--- src/rtl/sub_result_stage.sv ---
// sub_result_stage: registered valid/ready stage behind the combinational DSP subtractor.
// Operands go straight to the subtractor. The difference, its carry and the derived compare
// flags {ltu,lt,v,n,z} are captured into a 2-entry FIFO skid buffer. The buffer head drives
// the consumer-side outputs.
// in_ready is decoded from the registered occupancy only, so there is no combinational path
// from out_ready to in_ready.
// Optional feature: define SUB_RESULT_CHECK_EN to add a fabric subtractor. It cross-checks
// every accepted DSP result and raises a sticky mismatch flag. Without it, mismatch is tied 0.
// WIDTH must be 32 to match the DSP subtractor.
module sub_result_stage #(
    parameter int unsigned WIDTH = 32
) (
    input  logic             clk,
    input  logic             rst,
    input  logic             in_valid,
    output logic             in_ready,
    input  logic [WIDTH-1:0] in_a,
    input  logic [WIDTH-1:0] in_b,
    output logic [WIDTH-1:0] sub_input1,
    output logic [WIDTH-1:0] sub_input2,
    input  logic [WIDTH-1:0] sub_out,
    input  logic             sub_co,
    output logic             out_valid,
    input  logic             out_ready,
    output logic [WIDTH-1:0] out_diff,
    output logic             out_co,
    output logic [4:0]       out_flags,
    output logic             mismatch
);

    // Buffer occupancy doubles as the control state.
    localparam logic [1:0] CntEmpty = 2'd0;
    localparam logic [1:0] CntOne   = 2'd1;
    localparam logic [1:0] CntFull  = 2'd2;

    logic [1:0]       count_q, count_d;
    logic             rd_ptr_q, wr_ptr_q;
    logic [WIDTH-1:0] diff_q  [2];
    logic             co_q    [2];
    logic [4:0]       flags_q [2];

    logic       push, pop;
    logic       flag_z, flag_n, flag_v, flag_lt, flag_ltu;
    logic [4:0] flags_new;

    assign sub_input1 = in_a;
    assign sub_input2 = in_b;

    assign in_ready  = (count_q != CntFull);
    assign out_valid = (count_q != CntEmpty);
    assign push      = in_valid & in_ready;
    assign pop       = out_valid & out_ready;

    assign out_diff  = diff_q[rd_ptr_q];
    assign out_co    = co_q[rd_ptr_q];
    assign out_flags = flags_q[rd_ptr_q];

    // Compare flags from operand signs and the DSP difference; carry is deliberately unused.
    always_comb begin
        flag_z   = (sub_out == '0);
        flag_n   = sub_out[WIDTH-1];
        flag_v   = (in_a[WIDTH-1] ^ in_b[WIDTH-1]) & (sub_out[WIDTH-1] ^ in_a[WIDTH-1]);
        flag_lt  = flag_n ^ flag_v;
        flag_ltu = (in_a[WIDTH-1] ^ in_b[WIDTH-1]) ? in_b[WIDTH-1] : sub_out[WIDTH-1];
        flags_new = {flag_ltu, flag_lt, flag_v, flag_n, flag_z};
    end

    // Next occupancy: a push and a pop in the same cycle leave the count unchanged.
    always_comb begin
        count_d = count_q;
        unique case (count_q)
            CntEmpty: if (push) count_d = CntOne;
            CntOne: begin
                if (push && !pop)      count_d = CntFull;
                else if (pop && !push) count_d = CntEmpty;
            end
            CntFull:  if (pop) count_d = CntOne;
            default:  count_d = CntEmpty;
        endcase
    end

    // Occupancy and 1-bit wrapping read/write pointers.
    always_ff @(posedge clk or posedge rst) begin
        if (rst) begin
            count_q  <= CntEmpty;
            rd_ptr_q <= 1'b0;
            wr_ptr_q <= 1'b0;
        end else begin
            count_q <= count_d;
            if (pop)  rd_ptr_q <= rd_ptr_q + 1'b1;
            if (push) wr_ptr_q <= wr_ptr_q + 1'b1;
        end
    end

    // Entry storage; written only on accept, so the head holds while the consumer stalls.
    always_ff @(posedge clk or posedge rst) begin
        if (rst) begin
            for (int i = 0; i < 2; i++) begin
                diff_q[i]  <= '0;
                co_q[i]    <= 1'b0;
                flags_q[i] <= '0;
            end
        end else if (push) begin
            diff_q[wr_ptr_q]  <= sub_out;
            co_q[wr_ptr_q]    <= sub_co;
            flags_q[wr_ptr_q] <= flags_new;
        end
    end

`ifdef SUB_RESULT_CHECK_EN
    logic [WIDTH-1:0] fabric_diff;
    logic             mismatch_q;

    assign fabric_diff = in_a - in_b;
    assign mismatch    = mismatch_q;

    // Sticky DSP cross-check; cleared only by reset.
    always_ff @(posedge clk or posedge rst) begin
        if (rst) begin
            mismatch_q <= 1'b0;
        end else if (push && (fabric_diff != sub_out)) begin
            mismatch_q <= 1'b1;
        end
    end
`else
    assign mismatch = 1'b0;
`endif

endmodule
--- config.mk ---
export PLATFORM = sky130hd
export DESIGN_NAME = sub_result_stage
export DESIGN_NICKNAME = d
export VERILOG_FILES = /design/src/rtl/sub_result_stage.sv
export SDC_FILE = /design/constraint.sdc
export NUM_CORES = 1
export LEC_CHECK = 0
export CORE_MARGIN = 2
export CORE_UTILIZATION = 41
export DETAILED_ROUTE_END_ITERATION = 16
export PLACE_DENSITY_LB_ADDON = 0.12
export SETUP_SLACK_MARGIN = 0.2
export SYNTH_ARGS = -nofsm -noshare
export SYNTH_HDL_FRONTEND = slang
export SYNTH_SLANG_ARGS = --single-unit
--- constraint.sdc ---
create_clock -name clk -period 2.4 [get_ports clk]
set_input_delay 0.24 -clock clk [delete_from_list [all_inputs] [get_ports clk]]
set_output_delay 0.24 -clock clk [all_outputs]
set_load 0.03 [all_outputs]
==> run summary <==
Run status -> finished clean
Worst-path cell with the longest stage delay -> sky130_fd_sc_hd__clkdlybuf4s50_1
Area enclosed by the die boundary -> 10940 um^2
Ys async rst share -> 100.0%
Clock edge transition at the registers on the reported setup and hold paths -> 80 ps
Placer congestion estimate -> 0.6615
Critical-path cell list -> mux2_2, clkdlybuf4s50_1
Fraction of the cycle the final worst path needs -> 85.42%
Die outline height -> 104.6 um
Leading register cell type out of synthesis -> sky130_fd_sc_hd__dfrtp_1
Total I/O pin count -> 206
Via count of the first global-routing pass -> 2470
Count of non-filler cells in the finished layout -> 468
Number of setup violations in the final report -> 0
Total design power -> 6.260 mW
Post-DR wirelength/cell -> 16.79 um
Area of the core -> 9819 um^2
Pre-CTS setup slack -> 318.8 ps
Worst-path fanout max -> 6
Fin. max-slew vios -> 0
Worst clock skew on the final layout -> 5.196 ps
Final hold violations -> 0
FF-to-FF setup slack -> 740 ps
Starting DRC count in detailed routing -> 47
Starting density of the core -> 42.25%
Power per unit of standard cell area -> 1291 nW/um^2
Number of rows created at floorplan -> 36
Data required time at the worst endpoint -> 2160 ps
WL final -> 7856 um
Vias after detailed routing -> 2275
Chip width -> 104.6 um
Sequential cell fraction of total power -> 33.4%
Signal arrival time at the worst endpoint -> 1810 ps
Highest Clock Rate -> 0.4878 GHz
Library cells used by synthesis -> 30
TritonCTS clock tree -> yes
Detail Placement HPWL -> 5450 um
Combined area of all synthesized cells -> 4149 um^2
Source-to-sink clock delay at the later pin of the worst-skew pair -> 340 ps
Instance count after placement with tap cells included -> 450
Post-layout net count -> 431
Critical Path Source Type -> flip-flop
Design area -> 4850 um^2
Startpoint of the lowest-slack register-to-register path -> count_q[1]
Ant. Diodes -> 0
Net switching power -> 2.264 mW
Design internal power -> 3.996 mW
Number of nets produced by synthesis -> 406
Crit path kind -> flip-flop to output port
Combinational cell fraction of total power -> 47.2%
Clock tree root driver cell -> sky130_fd_sc_hd__clkbuf_8
Slew at the pin closest to its max-slew limit -> 603.9 ps
Critical Path Max Stage Delay -> 690 ps
Maximum capacitance violations -> 0
Warnings, synthesis -> 0
DRC errors left -> 0
Sinks on Clock Net -> 78
Post-route minimum period -> 2050 ps
Area added between synthesis and finish -> 16.89%
Peak supply drop -> 0.6895 mV
Sequential fraction of the synthesis area -> 47.04%
Worst hold path class -> input pin to asynchronous set/reset pin
Worst-case clock buffer depth -> 2
Destination of the worst register-to-register timing path -> diff_q[39]
Count of mapped cells out of synthesis -> 305
Count of TritonRoute iterations in the first routing pass -> 4
Post-layout worst setup margin -> 350.0 ps
Remaining antenna violation count -> 0
Number of flip-flops and latches in the synthesized netlist -> 78
FF-to-FF path depth -> 5
Ratio of cells with drive above 1 in the final layout -> 42.39%
Most frequent standard cell in the layout excluding fill and tap cells -> sky130_fd_sc_hd__mux2_2
Kind of end point of the critical path -> output port
Placement Cell Area -> 4624 um^2
Setup repair after global routing missed its margin -> no
Pin count of the biggest net entering global routing -> 28
Sw frac -> 36.17%
Number of port buffers -> 80
Antenna violations before repair -> 0
Mean area per synthesized cell -> 13.60 um^2
Total global routing overflow -> 0
Layout filler cell count -> 921
First-pass GRT wire length -> 13050 um
Static leakage -> 2.117 nW
Via density -> 4.861
Most used cells in the layout excluding fill and tap cells -> sky130_fd_sc_hd__mux2_2 (89), sky130_fd_sc_hd__dfrtp_1 (77), sky130_fd_sc_hd__clkdlybuf4s50_1 (44), sky130_fd_sc_hd__dlygate4sd2_1 (35), sky130_fd_sc_hd__mux2_4 (20)
Clock Power Share -> 19.5%
Clock H-tree levels -> 3
Inserted Clock Buffers -> 9
Setup tns final -> 0 ps
Slew HR -> 59.66%
Total routing resource utilization after global routing -> 15.06%
Number of synthesized flops with an enable pin -> 0
cells by family after synthesis:
family	Yosys count	synth area share, %
multiplexers	109	31.39
other	1	0.09038
AO/OA/AOI/OAI	10	1.598
adder cells (fa/ha/maj)	2	0.4825
flip-flops	78	47.04
AND/OR/NAND/NOR	21	3.770
buffers and inverters	83	15.41
XOR/XNOR	1	0.2111
sequential cells by signal, summed over array words and instances (netlist names):
register / cells
diff_q: 62
flags_q: 10
co_q: 2
count_q: 2
rd_ptr_q: 1
wr_ptr_q: 1
worst max-delay path, delay by kind of cell, from the launching register on:
family / cells / cell delay (ps)
buf+inv: 1 / 690
mux: 1 / 250
flops: 1 / 530
area by class of cell:
type                       count  area, um^2  share of cell area (%)
inverter                       6       28.78                  0.5934
clock inverter                 3       90.09                   1.858
timing repair buffer          91       892.1                   18.40
sequential                    78        1956                   40.33
tap                          133       166.4                   3.431
multi-input combinational    144        1558                   32.12
clock buffer                  13       158.9                   3.277
power groups by stage:
stage	combinational, mW	clock [mW]	sequential (mW)
finish	2.95	1.22	2.09
global placement	3.18	0	2.15
floorplan	2.45	0	2.00
detailed placement	3.21	0	2.14
CTS	3.00	1.25	2.09
global route	3.14	1.30	2.16
how the worst max path moves through the flow:
stage / start / endpoint / slack [ps] / cells after the start
final: rd_ptr_q / out_flags[0] / 350 / 2
after global routing: rd_ptr_q / out_flags[0] / 300 / 2
after CTS: rd_ptr_q / out_diff[13] / 160 / 3
after detailed placement: rd_ptr_q / out_diff[13] / 320 / 3
after global placement: rd_ptr_q / out_diff[14] / 350 / 3
after floorplan: count_q[0] / diff_q[32] / 930 / 6
cell usage after synthesis, types with 2 or more instances:
cell type,count,area [um^2]
sky130_fd_sc_hd__nand2_1,2,7.510
sky130_fd_sc_hd__maj3_1,2,20.02
sky130_fd_sc_hd__mux2_4,20,300.3
sky130_fd_sc_hd__o21ai_0,2,10.01
sky130_fd_sc_hd__nand3_4,2,35.03
sky130_fd_sc_hd__mux2_2,89,1002
sky130_fd_sc_hd__buf_2,3,15.01
sky130_fd_sc_hd__a21oi_1,3,15.01
sky130_fd_sc_hd__nor4_1,8,50.05
sky130_fd_sc_hd__inv_1,5,18.77
sky130_fd_sc_hd__nand4_1,2,12.51
sky130_fd_sc_hd__o31ai_1,3,22.52
sky130_fd_sc_hd__clkbuf_8,3,41.29
sky130_fd_sc_hd__dfrtp_1,78,1952
sky130_fd_sc_hd__buf_4,67,503.0
sky130_fd_sc_hd__buf_12,2,40.04
layer usage:
layer | GRT usage [%] | share of wire (%) | up-vias | routed length [um]
met4 | 5.238 | 1.3 | 0 | 106
met5 | 0 | 0 | - | 0
met3 | 5.490 | 6.8 | 11 | 533
li1 | - | - | 1047 | -
met1 | 20.21 | 48 | 1116 | 3751
met2 | 22.50 | 44 | 101 | 3466
metrics by stage:
| step | hold slack, ps | utilization, % |
|---|---|---|
| after floorplan | 306.4 | - |
| after global placement | 480.2 | 47.09 |
| after detailed placement | 480.2 | 47.09 |
| after CTS | 327.3 | 49.36 |
| after global routing | 355.0 | 49.39 |
| final | 313.9 | 49.39 |
repair_timing:
item / in CTS / in global routing
setup endpoints to repair: 38 / 1
hold buffers: 0 / 0
buffers inserted: 2 / 0
gates resized for setup: 36 / 1
(Power assumes the default switching activity.)
